--- src/rtl/ace_txn_ctrl.sv ---
// ace_txn_ctrl: ACE master-side transaction controller. The request engine issues
// ReadShared / MakeUnique / WriteClean bursts with bounded retry on non-OKAY
// completion. A separate snoop engine serves AC/CR/CD and runs concurrently.
module ace_txn_ctrl #(
  parameter int BURST_LEN = 4,
  parameter int MAX_RETRY = 7
) (
  input  logic clk,
  input  logic rst_n,
  input  logic read_req,
  input  logic write_req,
  input  logic invalid_req,
  output logic ace_ready,
  output logic req_error,
  input  logic B_okay,
  input  logic R_okay,
  input  logic snoop_miss,
  input  logic response,
  input  logic response_data,
  output logic read_shared_o,
  output logic make_unique_o,
  output logic write_clean_o,
  output logic read_resp_en,
  output logic ac_enable,
  output logic AR_VALID,
  input  logic AR_READY,
  input  logic R_VALID,
  input  logic R_LAST,
  output logic R_READY,
  output logic AW_VALID,
  input  logic AW_READY,
  output logic W_VALID,
  output logic W_LAST,
  input  logic W_READY,
  input  logic B_VALID,
  output logic B_READY,
  input  logic AC_VALID,
  output logic AC_READY,
  output logic CR_VALID,
  input  logic CR_READY,
  output logic CD_VALID,
  output logic CD_LAST,
  input  logic CD_READY
);

  localparam int CNT_W = $clog2(BURST_LEN) + 1;
  localparam logic [CNT_W-1:0] LAST_BEAT   = CNT_W'(BURST_LEN - 1);
  localparam logic [3:0]       RETRY_LIMIT = 4'(MAX_RETRY);

  typedef enum logic [2:0] {IDLE, AR, R, AW, W, B} req_state_t;
  typedef enum logic [1:0] {S_IDLE, S_LOOK, S_CR, S_CD} snp_state_t;

  req_state_t       req_state, req_state_n;
  snp_state_t       snp_state, snp_state_n;
  logic [CNT_W-1:0] beat_q;
  logic [CNT_W-1:0] cd_q;
  logic [3:0]       retry_q;
  logic             berr_q;
  logic             has_data_q;
  logic             typ_rd_q, typ_inv_q, typ_wr_q;

  logic acc_rd, acc_inv, acc_wr, accept;
  logic retry, give_up, done, beat_adv;
  logic look_done, cd_adv;

  assign accept        = acc_rd | acc_inv | acc_wr;
  assign read_shared_o = typ_rd_q;
  assign make_unique_o = typ_inv_q;
  assign write_clean_o = typ_wr_q;

  // Request engine: next state, per-state channel outputs and counter strobes.
  always_comb begin
    req_state_n  = req_state;
    acc_rd       = 1'b0;
    acc_inv      = 1'b0;
    acc_wr       = 1'b0;
    retry        = 1'b0;
    give_up      = 1'b0;
    done         = 1'b0;
    beat_adv     = 1'b0;
    ace_ready    = 1'b0;
    AR_VALID     = 1'b0;
    R_READY      = 1'b0;
    AW_VALID     = 1'b0;
    W_VALID      = 1'b0;
    W_LAST       = 1'b0;
    B_READY      = 1'b0;
    read_resp_en = 1'b0;
    unique case (req_state)
      IDLE: begin
        ace_ready = 1'b1;
        // Priority write > read > invalidate; losers are simply dropped.
        if (write_req) begin
          acc_wr      = 1'b1;
          req_state_n = AW;
        end else if (read_req) begin
          acc_rd      = 1'b1;
          req_state_n = AR;
        end else if (invalid_req) begin
          acc_inv     = 1'b1;
          req_state_n = AR;
        end
      end
      AR: begin
        AR_VALID = 1'b1;
        if (AR_READY) req_state_n = R;
      end
      R: begin
        R_READY      = 1'b1;
        read_resp_en = R_VALID & R_okay;
        if (R_VALID && R_LAST) begin
          // The last beat's own status counts toward the burst verdict.
          if (!berr_q && R_okay) begin
            done        = 1'b1;
            req_state_n = IDLE;
          end else if (retry_q < RETRY_LIMIT) begin
            retry       = 1'b1;
            req_state_n = AR;
          end else begin
            give_up     = 1'b1;
            done        = 1'b1;
            req_state_n = IDLE;
          end
        end
      end
      AW: begin
        AW_VALID = 1'b1;
        if (AW_READY) req_state_n = W;
      end
      W: begin
        W_VALID = 1'b1;
        W_LAST  = (beat_q == LAST_BEAT);
        if (W_READY) begin
          beat_adv = 1'b1;
          if (W_LAST) req_state_n = B;
        end
      end
      B: begin
        B_READY = 1'b1;
        if (B_VALID) begin
          if (B_okay) begin
            done        = 1'b1;
            req_state_n = IDLE;
          end else if (retry_q < RETRY_LIMIT) begin
            retry       = 1'b1;
            req_state_n = AW;
          end else begin
            give_up     = 1'b1;
            done        = 1'b1;
            req_state_n = IDLE;
          end
        end
      end
      default: req_state_n = IDLE;
    endcase
  end

  // Request engine state, beat/retry counters, sticky burst error and type flags.
  always_ff @(posedge clk or negedge rst_n) begin
    if (!rst_n) begin
      req_state <= IDLE;
      beat_q    <= '0;
      retry_q   <= '0;
      berr_q    <= 1'b0;
      req_error <= 1'b0;
      typ_rd_q  <= 1'b0;
      typ_inv_q <= 1'b0;
      typ_wr_q  <= 1'b0;
    end else begin
      req_state <= req_state_n;
      req_error <= give_up;
      if (accept) retry_q <= '0;
      else if (retry) retry_q <= retry_q + 4'd1;
      if (accept || retry || done) berr_q <= 1'b0;
      else if (req_state == R && R_VALID && !R_okay) berr_q <= 1'b1;
      if (accept) beat_q <= '0;
      else if (beat_adv) beat_q <= (beat_q == LAST_BEAT) ? '0 : beat_q + CNT_W'(1);
      // Type flags persist across retries and drop only on the return to idle.
      if (done) begin
        typ_rd_q  <= 1'b0;
        typ_inv_q <= 1'b0;
        typ_wr_q  <= 1'b0;
      end else begin
        if (acc_rd)  typ_rd_q  <= 1'b1;
        if (acc_inv) typ_inv_q <= 1'b1;
        if (acc_wr)  typ_wr_q  <= 1'b1;
      end
    end
  end

  // Snoop engine: next state and per-state AC/CR/CD outputs.
  always_comb begin
    snp_state_n = snp_state;
    look_done   = 1'b0;
    cd_adv      = 1'b0;
    AC_READY    = 1'b0;
    ac_enable   = 1'b0;
    CR_VALID    = 1'b0;
    CD_VALID    = 1'b0;
    CD_LAST     = 1'b0;
    unique case (snp_state)
      S_IDLE: begin
        AC_READY = 1'b1;
        if (AC_VALID) snp_state_n = S_LOOK;
      end
      S_LOOK: begin
        ac_enable = 1'b1;
        if (snoop_miss || response) begin
          look_done   = 1'b1;
          snp_state_n = S_CR;
        end
      end
      S_CR: begin
        CR_VALID = 1'b1;
        if (CR_READY) snp_state_n = has_data_q ? S_CD : S_IDLE;
      end
      S_CD: begin
        CD_VALID = 1'b1;
        CD_LAST  = (cd_q == LAST_BEAT);
        if (CD_READY) begin
          cd_adv = 1'b1;
          if (CD_LAST) snp_state_n = S_IDLE;
        end
      end
      default: snp_state_n = S_IDLE;
    endcase
  end

  // Snoop engine state, dirty-data flag and CD beat counter.
  always_ff @(posedge clk or negedge rst_n) begin
    if (!rst_n) begin
      snp_state  <= S_IDLE;
      has_data_q <= 1'b0;
      cd_q       <= '0;
    end else begin
      snp_state <= snp_state_n;
      // A miss never carries data, whatever the other lookup bits say.
      if (look_done) begin
        has_data_q <= response & response_data & ~snoop_miss;
        cd_q       <= '0;
      end else if (cd_adv) begin
        cd_q <= (cd_q == LAST_BEAT) ? '0 : cd_q + CNT_W'(1);
      end
    end
  end

endmodule

--- config.mk ---
export PLATFORM = sky130hd
export DESIGN_NAME = ace_txn_ctrl
export DESIGN_NICKNAME = d
export VERILOG_FILES = /design/src/rtl/ace_txn_ctrl.sv
export SDC_FILE = /design/constraint.sdc
export NUM_CORES = 1
export LEC_CHECK = 0
export BUFFER_PORTS_ARGS = -buffer_cell sky130_fd_sc_hd__clkbuf_2
export CORE_MARGIN = 2
export CORE_UTILIZATION = 30
export CTS_CLUSTER_SIZE = 24
export DETAILED_ROUTE_END_ITERATION = 10
export GPL_TIMING_DRIVEN = 0
export PLACE_DENSITY = 0.48
export SETUP_SLACK_MARGIN = 0.3
export SKIP_LAST_GASP = 1
export SYNTH_ARGS = -nofsm -noshare
export SYNTH_HDL_FRONTEND = slang
export SYNTH_SLANG_ARGS = --single-unit
--- constraint.sdc ---
create_clock -name clk -period 2.95 [get_ports clk]
set_clock_uncertainty 0.2 [all_clocks]
set_input_delay 0.59 -clock clk [delete_from_list [all_inputs] [get_ports clk]]
set_output_delay 0.59 -clock clk [all_outputs]
set_load 0.01 [all_outputs]
==> impl_metrics.xml <==
<?xml version="1.0" encoding="UTF-8"?>
<metrics>
  <group name="outcome">
    <metric name="status" unit="">complete, no violations</metric>
  </group>
  <group name="timing">
    <metric name="max_slew.worst_pin.slew" unit="ps">553</metric>
    <metric name="finalSetupViolations" unit="">0</metric>
    <metric name="min_period" unit="ps">2360</metric>
    <metric name="slew-limit-headroom" unit="%">63.2</metric>
    <metric name="layout_worst_path_cycle_share" unit="%">80.2</metric>
    <metric name="hold_viol" unit="">0</metric>
    <metric name="holdWs" unit="ps">106</metric>
    <metric name="setup_total_negative_slack" unit="ps">0</metric>
    <metric name="rsz0062_at_grt" unit="">no</metric>
    <metric name="max_clock_freq" unit="GHz">0.423</metric>
    <metric name="finalMaxSlewViolations" unit="">0</metric>
  </group>
  <group name="yosys">
    <metric name="synth-edff-count" unit="">0</metric>
    <metric name="muxShareOfSynthArea" unit="%">5.23</metric>
    <metric name="yosysWarningCount" unit="">0</metric>
    <metric name="post_synth_inst_count" unit="">135</metric>
    <metric name="synth.distinct_cells" unit="">44</metric>
    <metric name="synthSimpleGateAreaFrac" unit="%">26.6</metric>
    <metric name="synth-seq-cells" unit="">21</metric>
    <metric name="compound_cell_area_share_of_the_yosys_netlist" unit="%">19.3</metric>
    <metric name="synth_top_family_by_area" unit="">simple AND/OR/NAND/NOR gates</metric>
    <metric name="ys_async_rst_share" unit="%">100</metric>
    <metric name="post_synth_instance_area" unit="sq um">1290</metric>
    <metric name="syn-mean-instance-area" unit="sq um">9.56</metric>
    <metric name="synthesis.nets" unit="">157</metric>
    <metric name="synth_ff_type" unit="">dfrtp_1</metric>
    <metric name="synth-xor-area-share" unit="%">0</metric>
    <metric name="synth.yosys.seq_area_share" unit="%">40.7</metric>
    <metric name="adder_and_majority_cell_fraction_of_the_synthesized_area" unit="%">2.91</metric>
  </group>
  <group name="power">
    <metric name="comb_power_share" unit="%">51.3</metric>
    <metric name="p_switching" unit="W">0.000549</metric>
    <metric name="peakVddDrop" unit="mV">0.292</metric>
    <metric name="p_sw_share" unit="%">41.3</metric>
    <metric name="power_frac_clock" unit="%">14.3</metric>
    <metric name="p_int" unit="W">0.000780</metric>
    <metric name="power_per_cell_area" unit="nW/um^2">844</metric>
    <metric name="totalPowerFinal" unit="W">0.00133</metric>
    <metric name="static-leakage-power" unit="nW">0.784</metric>
    <metric name="seq_power_share" unit="%">34.5</metric>
  </group>
  <group name="clocking">
    <metric name="worstSkewPairLatency" unit="ps">260</metric>
    <metric name="clockRootBuffer" unit="">clkbuf_8</metric>
    <metric name="cts_num_sinks" unit="">21</metric>
    <metric name="cts-buffers-inserted" unit="">3</metric>
    <metric name="ctsHtreeMaxLevel" unit="">1</metric>
    <metric name="postCtsResizedCells" unit="">0</metric>
    <metric name="cts_setup_buffers" unit="">0</metric>
    <metric name="cts_tree" unit="">yes</metric>
    <metric name="cts-root-to-sink-buffers" unit="">2</metric>
    <metric name="post_cts_hold_buffer_count" unit="">0</metric>
    <metric name="clk_pin_slew_worst_setup_hold_paths" unit="ps">80</metric>
  </group>
  <group name="worst_setup_path">
    <metric name="cp_data_required_time" unit="ps">2160</metric>
    <metric name="worstSetupEndpointType" unit="">primary output</metric>
    <metric name="timing.setup.critical_path_class" unit="">reg -&gt; out</metric>
    <metric name="cp_max_fo" unit="">10</metric>
    <metric name="critPathLaunchType" unit="">flop</metric>
    <metric name="crit_arrival" unit="ps">1570</metric>
  </group>
  <group name="drt">
    <metric name="initialDrtViolationCount" unit="">64</metric>
    <metric name="drt-pass1-iter-count" unit="">4</metric>
    <metric name="drcViolationCount" unit="">0</metric>
    <metric name="route.vias.total" unit="">1145</metric>
    <metric name="route.detailed.vias_per_inst" unit="">5.11</metric>
    <metric name="wl" unit="mm">3.10</metric>
    <metric name="ant_nets_after_route" unit="">0</metric>
    <metric name="drt_wl_cell" unit="um">13.8</metric>
  </group>
  <group name="final_layout">
    <metric name="drive_above_1_share" unit="%">30.5</metric>
    <metric name="n_antenna_cell" unit="">0</metric>
    <metric name="layout_common_cells" unit="">clkbuf_2 (35), dfrtp_1 (21), nor2_1 (16)</metric>
    <metric name="layout.cells.most_common" unit="">clkbuf_2</metric>
    <metric name="final_net_count" unit="">197</metric>
    <metric name="finish.cell_count_without_fillers" unit="">224</metric>
    <metric name="area.growth.synth_to_final" unit="%">21.9</metric>
  </group>
  <group name="run">
    <metric name="cap_violations" unit="">0</metric>
  </group>
  <group name="floorplanning">
    <metric name="die_w" unit="um">69.6</metric>
    <metric name="dieArea" unit="sq um">4840</metric>
    <metric name="chipHeight" unit="um">69.6</metric>
    <metric name="top_ports" unit="">36</metric>
    <metric name="rows" unit="">23</metric>
    <metric name="initial_utilization" unit="%">31.8</metric>
    <metric name="core-area" unit="sq um">4060</metric>
  </group>
  <group name="grt">
    <metric name="grt_pass1_vias" unit="">1169</metric>
    <metric name="number_of_antenna_violations_at_the_first_check_in_global_routing" unit="">0</metric>
    <metric name="grt-ovfl-total" unit="">0</metric>
    <metric name="gr-usage-all-layers" unit="%">13.6</metric>
    <metric name="grt_start_max_net_pins" unit="">22</metric>
    <metric name="grt_pass1_wl" unit="mm">5.42</metric>
  </group>
  <group name="placement">
    <metric name="dp_cells" unit="">220</metric>
    <metric name="place.gp.congestion" unit="">0.772</metric>
    <metric name="hpwl" unit="mm">2.45</metric>
    <metric name="portBuffers" unit="">35</metric>
  </group>
  <group name="worst_hold_path">
    <metric name="hold_path.class" unit="">in -&gt; async</metric>
  </group>
</metrics>
[stage by stage]
step           instance area, sq um  util [%]  worst slack [ps]
2_1_floorplan                  1290         -              1020
3_3_place_gp                   1530      37.7               903
3_5_place_dp                   1530      37.7               874
4_1_cts                        1570      38.8               576
5_1_grt                        1570      38.8               485
6_report                       1570      38.8               586
[cell usage after synthesis (all sizes together), types with 2 or more instances]
| library cell | number | area (sq um) |
|---|---|---|
| a31oi | 4 | 25.0 |
| and3 | 2 | 12.5 |
| nand2 | 12 | 45.0 |
| ha | 3 | 37.5 |
| inv | 9 | 33.8 |
| nand3 | 6 | 30.0 |
| dfrtp | 21 | 526 |
| mux2i | 3 | 30.0 |
| a21o | 2 | 15.0 |
| nand2b | 4 | 27.5 |
| a21oi | 10 | 50.1 |
| nor2 | 17 | 71.3 |
| nor3b | 3 | 33.8 |
| a22o | 2 | 17.5 |
| nor2b | 3 | 18.8 |
| and2 | 4 | 25.0 |
| o31ai | 2 | 28.8 |
| buf | 4 | 35.0 |
| nor3 | 4 | 31.3 |
| o21ai | 4 | 20.0 |
[power by group through the flow]
stage	Clock, W	Sequential (W)	Combinational [W]
after CTS	0.000199	0.000458	0.000693
after detailed placement	0	0.000462	0.000692
after global routing	0.000212	0.000471	0.000759
after global placement	0	0.000458	0.000669
final	0.000189	0.000458	0.000681
after floorplan	0	0.000450	0.000493
[cell type report]
cell class	count	area, sq um
clock buffers	4	45.0
repair buffers	35	175
plain buffers	4	35.0
fillers	428	2480
well taps	50	62.6
inverters	9	33.8
multi-input cells	101	697
flip-flops and latches	21	526
[state kept, by name, indices dropped and copies added, names as in the netlist, 2 cells and up]
register and cells:
cd_q 3, retry_q 4, beat_q 3, snp_state 2, req_state 3
[layer usage]
| layer | global-route usage [%] | vias to the layer above | part of all wire (%) |
|---|---|---|---|
| li1 | - | 562 | - |
| met4 | 5.23 | 0 | 1.1 |
| met1 | 17.3 | 548 | 46 |
| met3 | 2.33 | 4 | 5.0 |
| met2 | 23.0 | 31 | 48 |
| met5 | 0 | - | 0 |
[final timing paths]
check | from | end | slack (ps) | depth (start not counted)
worst max-delay path | req_state[1] | W_LAST | 590 | 4
worst min-delay path | rst_n | req_error | 110 | 1
worst max register to register | retry_q[0] | req_state[0] | 1100 | 5
worst min register to register | has_data_q | has_data_q | 300 | 2
max in group asynchronous | rst_n | req_state[0] | 2070 | 1
min in group clk | has_data_q | has_data_q | 300 | 2
[critical path, stage by stage (launching register included)]
cell and delay [ps]:
dfrtp_1 480, buf_4 220, nor3b_4 280, and3_1 200, clkbuf_2 130
[kinds of logic (layout without fill, tap and decap cells)]
| group | Yosys count | in the layout |
|---|---|---|
| AND/OR/NAND/NOR | 60 | 60 |
| AO/OA/AOI/OAI | 33 | 33 |
| flip-flops | 21 | 21 |
| buffers and inverters | 13 | 52 |
| multiplexers | 5 | 5 |
| adder cells (fa/ha/maj) | 3 | 3 |
No activity file was read; power rests on OpenSTA's default activity.
